<file path="src/rtl/writeback_arbiter_if.sv">
// writeback_arbiter_if: valid/ready writeback source bundle feeding one arbiter FIFO.
//   valid/ready          : handshake; an entry transfers on an edge where both are 1
//   reg1Data/reg2Data    : result data (addressSize bits)
//   reg1Address/reg2Address : destination register numbers (regWidth bits)
//   reg1Wb/reg2Wb        : per-register writeback enables
//   is64Bit              : 64-bit result flag
//   modport master = producing unit, modport slave = arbiter
interface writeback_arbiter_if #(
   parameter int addressSize = 64,
   parameter int regWidth = 5
);
   logic valid, ready;
   logic [addressSize-1:0] reg1Data, reg2Data;
   logic [regWidth-1:0] reg1Address, reg2Address;
   logic reg1Wb, reg2Wb, is64Bit;
   modport master (
      output valid, reg1Data, reg2Data, reg1Address, reg2Address, reg1Wb, reg2Wb, is64Bit,
      input ready
   );
   modport slave (
      input valid, reg1Data, reg2Data, reg1Address, reg2Address, reg1Wb, reg2Wb, is64Bit,
      output ready
   );
endinterface

</file>
<file path="src/rtl/writeback_arbiter.sv">
// writeback_arbiter: round-robin commit of fx / ldSt writeback results through per-source FIFOs.
//   clock_i, reset_i (sync, active-low)
//   fxSrc_i, ldStSrc_i : writeback_arbiter_if.slave source ports (valid/ready + payload)
//   regWritebackFunctionalUnitCode_o : unit code of the committed entry, IdleUnitCode when none
//   reg1/reg2 WritebackData_o, WritebackAddress_o, isWriteback_o, is64Bit_o : registered commit
//   fxCommitCount_o, ldStCommitCount_o : per-source commit counters, live only when the
//   macro WB_COMMIT_COUNTERS_EN is defined, otherwise tied to 0
module writeback_arbiter #(
   parameter int addressSize = 64,
   parameter int regWidth = 5,
   parameter int fifoDepth = 2,
   parameter logic [2:0] FXUnitCode = 3'd0,
   parameter logic [2:0] LdStUnitCode = 3'd2,
   parameter logic [2:0] IdleUnitCode = 3'd7
) (
   input  logic clock_i,
   input  logic reset_i,
   writeback_arbiter_if.slave fxSrc_i,
   writeback_arbiter_if.slave ldStSrc_i,
   output logic [2:0] regWritebackFunctionalUnitCode_o,
   output logic [addressSize-1:0] reg1WritebackData_o,
   output logic [addressSize-1:0] reg2WritebackData_o,
   output logic [regWidth-1:0] reg1WritebackAddress_o,
   output logic [regWidth-1:0] reg2WritebackAddress_o,
   output logic reg1isWriteback_o,
   output logic reg2isWriteback_o,
   output logic is64Bit_o,
   output logic [31:0] fxCommitCount_o,
   output logic [31:0] ldStCommitCount_o
);
   // entry layout, LSB first: reg1Data, reg2Data, reg1Address, reg2Address, reg1Wb, reg2Wb, is64Bit
   localparam int A1 = 2 * addressSize;
   localparam int A2 = A1 + regWidth;
   localparam int F = A2 + regWidth;
   localparam int EW = F + 3;
   localparam int PW = $clog2(fifoDepth);
   localparam int CW = PW + 1;
   logic [EW-1:0] ent_in [2];
   logic [EW-1:0] mem_q [2][fifoDepth];
   logic [PW-1:0] rd_q [2];
   logic [PW-1:0] wr_q [2];
   logic [CW-1:0] cnt_q [2];
   logic [CW-1:0] cnt_d [2];
   logic [1:0] valid, push, pop, ne, rdy_q;
   logic last_q, gnt, any;
   logic [EW-1:0] out_q, out_d;
   logic [2:0] code_q, code_d;
   assign ent_in[0] = {fxSrc_i.is64Bit, fxSrc_i.reg2Wb, fxSrc_i.reg1Wb, fxSrc_i.reg2Address,
                       fxSrc_i.reg1Address, fxSrc_i.reg2Data, fxSrc_i.reg1Data};
   assign ent_in[1] = {ldStSrc_i.is64Bit, ldStSrc_i.reg2Wb, ldStSrc_i.reg1Wb, ldStSrc_i.reg2Address,
                       ldStSrc_i.reg1Address, ldStSrc_i.reg2Data, ldStSrc_i.reg1Data};
   assign valid = {ldStSrc_i.valid, fxSrc_i.valid};
   // ready is a flop fed from next-state occupancy, so no input reaches it combinationally
   assign fxSrc_i.ready = rdy_q[0];
   assign ldStSrc_i.ready = rdy_q[1];
   assign push = valid & rdy_q;
   assign ne = {cnt_q[1] != '0, cnt_q[0] != '0};
   assign any = |ne;
   // last_q: 0 = fx granted last, 1 = ldSt granted last
   assign gnt = ne[1] && (!ne[0] || !last_q);
   assign pop = any ? (gnt ? 2'b10 : 2'b01) : 2'b00;
   always_comb begin
      for (int s = 0; s < 2; s++) cnt_d[s] = cnt_q[s] + CW'(push[s]) - CW'(pop[s]);
      // idle cycles keep data/addresses but drop both writeback flags
      out_d = any ? mem_q[gnt][rd_q[gnt]] : {out_q[EW-1], 2'b00, out_q[F-1:0]};
      code_d = any ? (gnt ? LdStUnitCode : FXUnitCode) : IdleUnitCode;
   end
   always_ff @(posedge clock_i) begin
      if (!reset_i) begin
         for (int s = 0; s < 2; s++) begin
            rd_q[s] <= '0;
            wr_q[s] <= '0;
            cnt_q[s] <= '0;
         end
         rdy_q <= 2'b00;
         last_q <= 1'b1;
         out_q <= '0;
         code_q <= IdleUnitCode;
      end else begin
         for (int s = 0; s < 2; s++) begin
            if (push[s]) begin
               mem_q[s][wr_q[s]] <= ent_in[s];
               wr_q[s] <= wr_q[s] + 1'b1;
            end
            if (pop[s]) rd_q[s] <= rd_q[s] + 1'b1;
            cnt_q[s] <= cnt_d[s];
            rdy_q[s] <= cnt_d[s] < CW'(fifoDepth);
         end
         if (any) last_q <= gnt;
         out_q <= out_d;
         code_q <= code_d;
      end
   end
   assign regWritebackFunctionalUnitCode_o = code_q;
   assign reg1WritebackData_o = out_q[0 +: addressSize];
   assign reg2WritebackData_o = out_q[addressSize +: addressSize];
   assign reg1WritebackAddress_o = out_q[A1 +: regWidth];
   assign reg2WritebackAddress_o = out_q[A2 +: regWidth];
   assign reg1isWriteback_o = out_q[F];
   assign reg2isWriteback_o = out_q[F+1];
   assign is64Bit_o = out_q[F+2];
`ifdef WB_COMMIT_COUNTERS_EN
   logic [31:0] fx_cnt_q, ls_cnt_q;
   always_ff @(posedge clock_i) begin
      if (!reset_i) begin
         fx_cnt_q <= '0;
         ls_cnt_q <= '0;
      end else begin
         if (pop[0]) fx_cnt_q <= fx_cnt_q + 32'd1;
         if (pop[1]) ls_cnt_q <= ls_cnt_q + 32'd1;
      end
   end
   assign fxCommitCount_o = fx_cnt_q;
   assign ldStCommitCount_o = ls_cnt_q;
`else
   assign fxCommitCount_o = '0;
   assign ldStCommitCount_o = '0;
`endif
endmodule
</file>
<file path="src/flat_wrapper.sv">
// flat-port wrapper written by rule: the top's interface ports become plain ports
module writeback_arbiter_flat 
#(
   parameter int addressSize = 64,
   parameter int regWidth = 5,
   parameter int fifoDepth = 2,
   parameter logic [2:0] FXUnitCode = 3'd0,
   parameter logic [2:0] LdStUnitCode = 3'd2,
   parameter logic [2:0] IdleUnitCode = 3'd7
)
  (clock_i, reset_i, regWritebackFunctionalUnitCode_o, reg1WritebackData_o, reg2WritebackData_o, reg1WritebackAddress_o, reg2WritebackAddress_o, reg1isWriteback_o, reg2isWriteback_o, is64Bit_o, fxCommitCount_o, ldStCommitCount_o, fxSrc_i_valid, fxSrc_i_reg1Data, fxSrc_i_reg2Data, fxSrc_i_reg1Address, fxSrc_i_reg2Address, fxSrc_i_reg1Wb, fxSrc_i_reg2Wb, fxSrc_i_is64Bit, fxSrc_i_ready, ldStSrc_i_valid, ldStSrc_i_reg1Data, ldStSrc_i_reg2Data, ldStSrc_i_reg1Address, ldStSrc_i_reg2Address, ldStSrc_i_reg1Wb, ldStSrc_i_reg2Wb, ldStSrc_i_is64Bit, ldStSrc_i_ready);
  writeback_arbiter_if #(.addressSize(addressSize), .regWidth(regWidth)) fxSrc_i_i ();
  writeback_arbiter_if #(.addressSize(addressSize), .regWidth(regWidth)) ldStSrc_i_i ();
  input  logic clock_i;
  input  logic reset_i;
  output logic [2:0] regWritebackFunctionalUnitCode_o;
  output logic [addressSize-1:0] reg1WritebackData_o;
  output logic [addressSize-1:0] reg2WritebackData_o;
  output logic [regWidth-1:0] reg1WritebackAddress_o;
  output logic [regWidth-1:0] reg2WritebackAddress_o;
  output logic reg1isWriteback_o;
  output logic reg2isWriteback_o;
  output logic is64Bit_o;
  output logic [31:0] fxCommitCount_o;
  output logic [31:0] ldStCommitCount_o;
  input wire logic [$bits(fxSrc_i_i.valid)-1:0] fxSrc_i_valid;
  input wire logic [$bits(fxSrc_i_i.reg1Data)-1:0] fxSrc_i_reg1Data;
  input wire logic [$bits(fxSrc_i_i.reg2Data)-1:0] fxSrc_i_reg2Data;
  input wire logic [$bits(fxSrc_i_i.reg1Address)-1:0] fxSrc_i_reg1Address;
  input wire logic [$bits(fxSrc_i_i.reg2Address)-1:0] fxSrc_i_reg2Address;
  input wire logic [$bits(fxSrc_i_i.reg1Wb)-1:0] fxSrc_i_reg1Wb;
  input wire logic [$bits(fxSrc_i_i.reg2Wb)-1:0] fxSrc_i_reg2Wb;
  input wire logic [$bits(fxSrc_i_i.is64Bit)-1:0] fxSrc_i_is64Bit;
  output wire logic [$bits(fxSrc_i_i.ready)-1:0] fxSrc_i_ready;
  input wire logic [$bits(ldStSrc_i_i.valid)-1:0] ldStSrc_i_valid;
  input wire logic [$bits(ldStSrc_i_i.reg1Data)-1:0] ldStSrc_i_reg1Data;
  input wire logic [$bits(ldStSrc_i_i.reg2Data)-1:0] ldStSrc_i_reg2Data;
  input wire logic [$bits(ldStSrc_i_i.reg1Address)-1:0] ldStSrc_i_reg1Address;
  input wire logic [$bits(ldStSrc_i_i.reg2Address)-1:0] ldStSrc_i_reg2Address;
  input wire logic [$bits(ldStSrc_i_i.reg1Wb)-1:0] ldStSrc_i_reg1Wb;
  input wire logic [$bits(ldStSrc_i_i.reg2Wb)-1:0] ldStSrc_i_reg2Wb;
  input wire logic [$bits(ldStSrc_i_i.is64Bit)-1:0] ldStSrc_i_is64Bit;
  output wire logic [$bits(ldStSrc_i_i.ready)-1:0] ldStSrc_i_ready;
  assign fxSrc_i_i.valid = fxSrc_i_valid;
  assign fxSrc_i_i.reg1Data = fxSrc_i_reg1Data;
  assign fxSrc_i_i.reg2Data = fxSrc_i_reg2Data;
  assign fxSrc_i_i.reg1Address = fxSrc_i_reg1Address;
  assign fxSrc_i_i.reg2Address = fxSrc_i_reg2Address;
  assign fxSrc_i_i.reg1Wb = fxSrc_i_reg1Wb;
  assign fxSrc_i_i.reg2Wb = fxSrc_i_reg2Wb;
  assign fxSrc_i_i.is64Bit = fxSrc_i_is64Bit;
  assign fxSrc_i_ready = fxSrc_i_i.ready;
  assign ldStSrc_i_i.valid = ldStSrc_i_valid;
  assign ldStSrc_i_i.reg1Data = ldStSrc_i_reg1Data;
  assign ldStSrc_i_i.reg2Data = ldStSrc_i_reg2Data;
  assign ldStSrc_i_i.reg1Address = ldStSrc_i_reg1Address;
  assign ldStSrc_i_i.reg2Address = ldStSrc_i_reg2Address;
  assign ldStSrc_i_i.reg1Wb = ldStSrc_i_reg1Wb;
  assign ldStSrc_i_i.reg2Wb = ldStSrc_i_reg2Wb;
  assign ldStSrc_i_i.is64Bit = ldStSrc_i_is64Bit;
  assign ldStSrc_i_ready = ldStSrc_i_i.ready;
  writeback_arbiter #(.addressSize(addressSize), .regWidth(regWidth), .fifoDepth(fifoDepth), .FXUnitCode(FXUnitCode), .LdStUnitCode(LdStUnitCode), .IdleUnitCode(IdleUnitCode)) u_core (.clock_i(clock_i), .reset_i(reset_i), .fxSrc_i(fxSrc_i_i), .ldStSrc_i(ldStSrc_i_i), .regWritebackFunctionalUnitCode_o(regWritebackFunctionalUnitCode_o), .reg1WritebackData_o(reg1WritebackData_o), .reg2WritebackData_o(reg2WritebackData_o), .reg1WritebackAddress_o(reg1WritebackAddress_o), .reg2WritebackAddress_o(reg2WritebackAddress_o), .reg1isWriteback_o(reg1isWriteback_o), .reg2isWriteback_o(reg2isWriteback_o), .is64Bit_o(is64Bit_o), .fxCommitCount_o(fxCommitCount_o), .ldStCommitCount_o(ldStCommitCount_o));
endmodule
</file>
<file path="config.mk">
export PLATFORM = sky130hd
export DESIGN_NAME = writeback_arbiter_flat
export DESIGN_NICKNAME = d
export VERILOG_FILES = /design/src/rtl/writeback_arbiter_if.sv /design/src/rtl/writeback_arbiter.sv /design/src/flat_wrapper.sv
export SDC_FILE = /design/constraint.sdc
export NUM_CORES = 1
export LEC_CHECK = 0
export ABC_AREA = 1
export BUFFER_PORTS_ARGS = -buffer_cell sky130_fd_sc_hd__buf_4
export CORE_UTILIZATION = 45
export CTS_CLUSTER_DIAMETER = 50
export DETAILED_ROUTE_END_ITERATION = 6
export PLACE_DENSITY_LB_ADDON = 0.25
export SYNTH_ARGS = -nofsm -noshare
export SYNTH_HDL_FRONTEND = slang
export SYNTH_SLANG_ARGS = --single-unit
export TNS_END_PERCENT = 1
</file>
<file path="constraint.sdc">
create_clock -name clock_i -period 19.2 [get_ports clock_i]
set_input_delay 1.92 -clock clock_i [delete_from_list [all_inputs] [get_ports clock_i]]
set_output_delay 1.92 -clock clock_i [all_outputs]
set_load 0.02 [all_outputs]
</file>
# --- Word level (Yosys, flattened, before mapping) ---
# Memory sizes are Yosys's and may differ from the RTL's.
# Index checks and enable logic that the tools add are counted.
classes:
  n_addsub: 8
  mul: 0
  div_mod_pow: 0
  magnitude_cmp: 7
  n_eq_ne: 0
  n_shift: 0
  n_mux: 32
  n_bitwise: 10
  reduce_logical: 10
ops:
  columns: ["operator", "count"]
  rows:
  - ["$mux W141", 5]
  - ["$mux W282", 2]
  - ["$demux W141 S1", 2]
  - ["$mux W1", 18]
  - ["$mux W2", 5]
  - ["$ge A2 B2 Y1 const B", 3]
  - ["$not A1 Y2", 3]
  - ["$or A1 B1 Y1", 6]
  - ["$add A1 B1 Y1 const B", 4]
  - ["$add A2 B1 Y2", 2]
  - ["$lt A2 B1 Y1 const B", 2]
  - ["$lt A2 B2 Y1 const B", 2]
  - ["$reduce_bool A2 Y1", 2]
  - ["$sub A2 B1 Y2", 2]
  - ["$logic_and A1 B1 Y1", 3]
  - ["$and A2 B2 Y2", 1]
  - ["$logic_not A1 Y1", 2]
  - ["$reduce_and A2 Y1", 1]
  - ["$reduce_or A2 Y1", 1]
  - ["$logic_or A1 B1 Y1", 1]
totals:
  ff_bits: 147
  latch_bits: 0
  ramBits: 572
  romBits: 0
  input_bits: 286
  output_inout_bits: 210
  elab_cells: 76
  n_memories: 4
mem_list:
  columns: ["memory", "depth", "width", "read_ports", "rd_ports_with_merged_regs", "write_ports", "line_no", "text"]
  rows:
  - ["u_core.mem_q", 2, 282, 1, 0, 2, "writeback_arbiter.sv:39", "logic [EW-1:0] mem_q [2][fifoDepth];"]
  - ["u_core.cnt_q", 2, 2, 2, 0, 2, "writeback_arbiter.sv:42", "logic [CW-1:0] cnt_q [2];"]
  - ["u_core.rd_q", 2, 1, 3, 0, 2, "writeback_arbiter.sv:40", "logic [PW-1:0] rd_q [2];"]
  - ["u_core.wr_q", 2, 1, 2, 0, 2, "writeback_arbiter.sv:41", "logic [PW-1:0] wr_q [2];"]

# --- Depth between registers and ports, before layout ---
# An unclocked memory read counts as a cell.
logic_depth:
  ltp_word: 11
  ltp_mapped: 11
  ltp_nobuf: 10

# --- Worst setup path before layout ---
# No wires, ideal clock.
synth_timing:
  path_kind: "input -> register"
  startpoint: "in reset_i"
  endpoint: "mem u_core.mem_q[0][0] (netlist bit), enable pin"
  setup_time_ns: 0.643
  arrival_time_ns: 8.174
  setup_slack_ns: 10.383
  cell_stages: 3
  path_buffers: 1
  cell_sequence: "clkbuf_1 -> nand2_1 -> nor2_1"
synth_rtl:
  columns: ["item", "line_no", "text"]
  rows:
  - ["start: declaration", "flat_wrapper.sv:15", "input logic reset_i;"]
  - ["end: declaration", "writeback_arbiter.sv:39", null]

==> flow_results.xml <==
<?xml version="1.0" encoding="UTF-8"?>
<metrics>
  <group name="timing">
    <metric name="min_period" unit="ps">4260</metric>
    <metric name="finalHoldViolations" unit="">0</metric>
    <metric name="finalMaxSlewViolations" unit="">0</metric>
    <metric name="rsz0062_at_grt" unit="">no</metric>
    <metric name="worst_slack" unit="ps">14940</metric>
    <metric name="hold-worst-slack" unit="ps">450</metric>
    <metric name="worstMarginPinSlew" unit="ps">1290</metric>
    <metric name="layout_worst_path_cycle_share" unit="">0.222</metric>
    <metric name="timing.final.setup_violations" unit="">0</metric>
    <metric name="totalNegativeSetupSlack" unit="ps">0</metric>
    <metric name="worst_case_clock_skew" unit="ps">19.6</metric>
    <metric name="maxSlewHeadroom" unit="">0.137</metric>
    <metric name="achievable-frequency" unit="MHz">234</metric>
  </group>
  <group name="power">
    <metric name="vdd_ir_drop_max" unit="uV">108</metric>
    <metric name="report.power.total" unit="mW">5.23</metric>
    <metric name="power_frac_clock" unit="">0.305</metric>
    <metric name="power.switching_fraction" unit="">0.360</metric>
    <metric name="portion_of_total_power_attributed_to_combinational_logic" unit="">0.314</metric>
    <metric name="internal_power" unit="mW">3.35</metric>
    <metric name="switching_power" unit="mW">1.88</metric>
    <metric name="power.static_leakage" unit="nW">15.2</metric>
    <metric name="power.density" unit="nW/um^2">151</metric>
    <metric name="seqPwrFrac" unit="">0.381</metric>
  </group>
  <group name="cts">
    <metric name="cts_tree" unit="">built</metric>
    <metric name="worst_setup_hold_path_clk_slew" unit="ps">60</metric>
    <metric name="clock_latency" unit="ps">610</metric>
    <metric name="cts.root.buffer_cell" unit="">sky130_fd_sc_hd__clkbuf_16</metric>
    <metric name="cts.hold.buffers_added" unit="">0</metric>
    <metric name="ctsResizeCount" unit="">0</metric>
    <metric name="cts_sinks" unit="">718</metric>
    <metric name="post_cts.repair.setup_buffers" unit="">0</metric>
    <metric name="cts-buffers-inserted" unit="">82</metric>
    <metric name="htree_levels" unit="">3</metric>
    <metric name="cts_max_path_buffers" unit="">3</metric>
  </group>
  <group name="synthesis">
    <metric name="synth_cells" unit="">2688</metric>
    <metric name="count_of_flip_flops_with_a_built_in_enable_after_synthesis" unit="">568</metric>
    <metric name="synth-main-ff-cell" unit="">sky130_fd_sc_hd__edfxtp_1</metric>
    <metric name="yosys_cell_types" unit="">23</metric>
    <metric name="netlist_area" unit="sq um">28300</metric>
    <metric name="ys_seq_elements" unit="">718</metric>
    <metric name="ys_async_sr_fraction" unit="">0</metric>
    <metric name="seq_area_frac_synth" unit="">0.709</metric>
    <metric name="synthesis.yosys.warnings" unit="">0</metric>
    <metric name="syn_avg_cell_area" unit="sq um">10.5</metric>
  </group>
  <group name="cells_and_area">
    <metric name="syn_to_layout_area_delta" unit="%">22.6</metric>
    <metric name="num-nets-final" unit="">3358</metric>
    <metric name="final_core_utilization" unit="">0.560</metric>
    <metric name="fillerInstances" unit="">5227</metric>
    <metric name="number_of_standard_cells_in_the_layout_taps_in_and_fillers_out" unit="">3984</metric>
    <metric name="total_non_filler_cell_area_in_the_finished_layout" unit="sq um">34700</metric>
    <metric name="drive_gt1_frac" unit="">0.190</metric>
  </group>
  <group name="placement">
    <metric name="post-place-cells" unit="">3822</metric>
    <metric name="dp_slack" unit="ps">14510</metric>
    <metric name="placedInstanceArea" unit="sq um">31800</metric>
    <metric name="hpwlAfterDp" unit="um">43900</metric>
    <metric name="place.port_buffers" unit="">431</metric>
    <metric name="routabilityCongestion" unit="">0.815</metric>
  </group>
  <group name="critical_path">
    <metric name="timing.critical_path.slowest_cell_delay" unit="ps">900</metric>
    <metric name="worstSetupStartpointType" unit="">flop</metric>
    <metric name="worst_path_most_repeated_cell" unit="">sky130_fd_sc_hd__nand2_1</metric>
    <metric name="crit_slowest_cell" unit="">sky130_fd_sc_hd__buf_4</metric>
    <metric name="worstSetupEndpointType" unit="">flop</metric>
    <metric name="arrival" unit="ps">4820</metric>
    <metric name="timing.critical_path.cells" unit="">nor2_1, inv_8, nand2_8, nand2_1, nand2_4, buf_4, nand2_1, nand2_1, nand2_1, nand2_1</metric>
    <metric name="worstSetupPathType" unit="">flop to flop</metric>
    <metric name="worstPathRequired" unit="ps">19750</metric>
    <metric name="worstPathMaxFanout" unit="">142</metric>
  </group>
  <group name="routing">
    <metric name="drt-total-wl" unit="um">75400</metric>
    <metric name="routed-via-count" unit="">19890</metric>
    <metric name="avgRoutedWirePerCell" unit="um">18.9</metric>
    <metric name="antenna_nets_post_route" unit="">0</metric>
    <metric name="detailedRoute.firstIterationViolations" unit="">1432</metric>
    <metric name="drt-vias-per-instance" unit="">4.99</metric>
    <metric name="post_route_drc" unit="">0</metric>
    <metric name="detail_route.first_pass.iterations" unit="">5</metric>
  </group>
  <group name="die">
    <metric name="die_width" unit="um">253</metric>
    <metric name="core.rowCount" unit="">91</metric>
    <metric name="y_dimension_of_the_die" unit="um">253</metric>
    <metric name="floorplan.initialDensity" unit="">0.457</metric>
    <metric name="design.die.area" unit="sq um">63900</metric>
    <metric name="core_outline_area" unit="sq um">61900</metric>
    <metric name="ioPinCount" unit="">496</metric>
  </group>
  <group name="min_path">
    <metric name="worst_min_path_class" unit="">flop to flop</metric>
  </group>
  <group name="grt">
    <metric name="first_global_vias" unit="">19181</metric>
    <metric name="initial_antenna_violation_count" unit="">13</metric>
    <metric name="grt_pass1_wl" unit="um">111000</metric>
    <metric name="grt_remaining_overflow" unit="">0</metric>
    <metric name="grt_util_all_layers" unit="">0.233</metric>
    <metric name="pin_count_of_the_biggest_net_entering_global_routing" unit="">143</metric>
  </group>
  <group name="job">
    <metric name="timing.max_cap.violations" unit="">0</metric>
  </group>
  <group name="run_status">
    <metric name="outcome" unit="">finished clean</metric>
  </group>
</metrics>
==> cell families after synthesis <==
family	Yosys count	synth area share
AO/OA/AOI/OAI	6	0.00128
XOR/XNOR	4	0.00124
adder cells (fa/ha/maj)	3	0.00133
buffers and inverters	234	0.0456
flip-flops	718	0.709
other	1	0.000133
AND/OR/NAND/NOR	1722	0.241
==> per-layer routing <==
| layer | wire length, um | global-route usage |
|---|---|---|
| met1 | 30600 | 0.295 |
| met2 | 36300 | 0.378 |
| met3 | 5620 | 0.0495 |
| met4 | 2890 | 0.114 |
| met5 | 33 | 0 |
==> cell type report <==
| type | count | area [sq um] | area share |
|---|---|---|---|
| Inverter | 15 | 63.8 | 0.00184 |
| Clock inverter | 48 | 538 | 0.0155 |
| Multi-Input combinational cell | 1799 | 7260 | 0.209 |
| Clock buffer | 104 | 2270 | 0.0655 |
| Timing Repair Buffer | 453 | 3410 | 0.0984 |
| Antenna cell | 10 | 25.0 | 0.000722 |
| Tap cell | 837 | 1050 | 0.0302 |
| Sequential cell | 718 | 20100 | 0.579 |
==> critical path: cells and delay by family, from the launching register on <==
family,cells,cell delay (ps)
buffers and inverters,2,1160
flip-flops,1,310
AND/OR/NAND/NOR,8,2530
==> placed cells by master, fill, tap and decap left out, drive strengths merged <==
cell | synthesis | layout
conb | 1 | 64
nor2 | 18 | 18
and2 | 1 | 1
clkinvlp | 0 | 5
bufinv | 0 | 9
inv | 15 | 23
clkbuf | 37 | 104
nand3b | 1 | 1
edfxtp | 568 | 568
nand3 | 282 | 282
ha | 3 | 3
clkinv | 0 | 26
a21oi | 2 | 2
diode | 0 | 10
xnor2 | 2 | 2
xor2 | 2 | 2
buf | 182 | 453
dfxtp | 150 | 150
a21boi | 1 | 1
o21ai | 3 | 3
nand2 | 1420 | 1420
==> worst paths after layout <==
kind	from	to	slack [ps]	depth (start not counted)
min reg2reg	u_core.out_q[22]	u_core.out_q[22]	450	2
min	u_core.out_q[22]	u_core.out_q[22]	450	2
max	u_core.cnt_q[0][2]	u_core.out_q[81]	14940	10
max reg2reg	u_core.cnt_q[0][2]	u_core.out_q[81]	14940	10
==> state kept, by name, summed over array words and instances, names as in the netlist <==
signal                                   flops
u_core.last_q                                1
u_core.regWritebackFunctionalUnitCode_o      2
u_core.wr_q                                  2
u_core.rdy_q                                 2
u_core.cnt_q                                 4
u_core.mem_q                               564
u_core.rd_q                                  2
u_core.out_q                               141
==> power by group through the flow <==
stage          logic, mW  clock network (mW)  registers [mW]
6_report            1.64                1.60            1.99
5_1_grt             1.80                1.69            2.01
4_1_cts             1.65                1.62            1.99
3_5_place_dp        1.64                   0            2.02
3_3_place_gp        1.61                   0            2.02
2_1_floorplan      0.896                   0            2.18
==> synth_stat cells, types with 2 or more instances <==
master / count / area share
sky130_fd_sc_hd__a21oi_1: 2 / 0.00035
sky130_fd_sc_hd__buf_1: 4 / 0.00053
sky130_fd_sc_hd__buf_2: 103 / 0.018
sky130_fd_sc_hd__buf_4: 75 / 0.020
sky130_fd_sc_hd__clkbuf_1: 37 / 0.0049
sky130_fd_sc_hd__dfxtp_1: 150 / 0.11
sky130_fd_sc_hd__edfxtp_1: 568 / 0.60
sky130_fd_sc_hd__ha_1: 3 / 0.0013
sky130_fd_sc_hd__inv_1: 14 / 0.0019
sky130_fd_sc_hd__nand2_1: 1418 / 0.19
sky130_fd_sc_hd__nand2_2: 2 / 0.00044
sky130_fd_sc_hd__nand3_1: 282 / 0.050
sky130_fd_sc_hd__nor2_1: 17 / 0.0023
sky130_fd_sc_hd__o21ai_0: 2 / 0.00035
sky130_fd_sc_hd__xnor2_1: 2 / 0.00062
sky130_fd_sc_hd__xor2_1: 2 / 0.00062
Note: power is estimated with default switching activity, not from simulation.
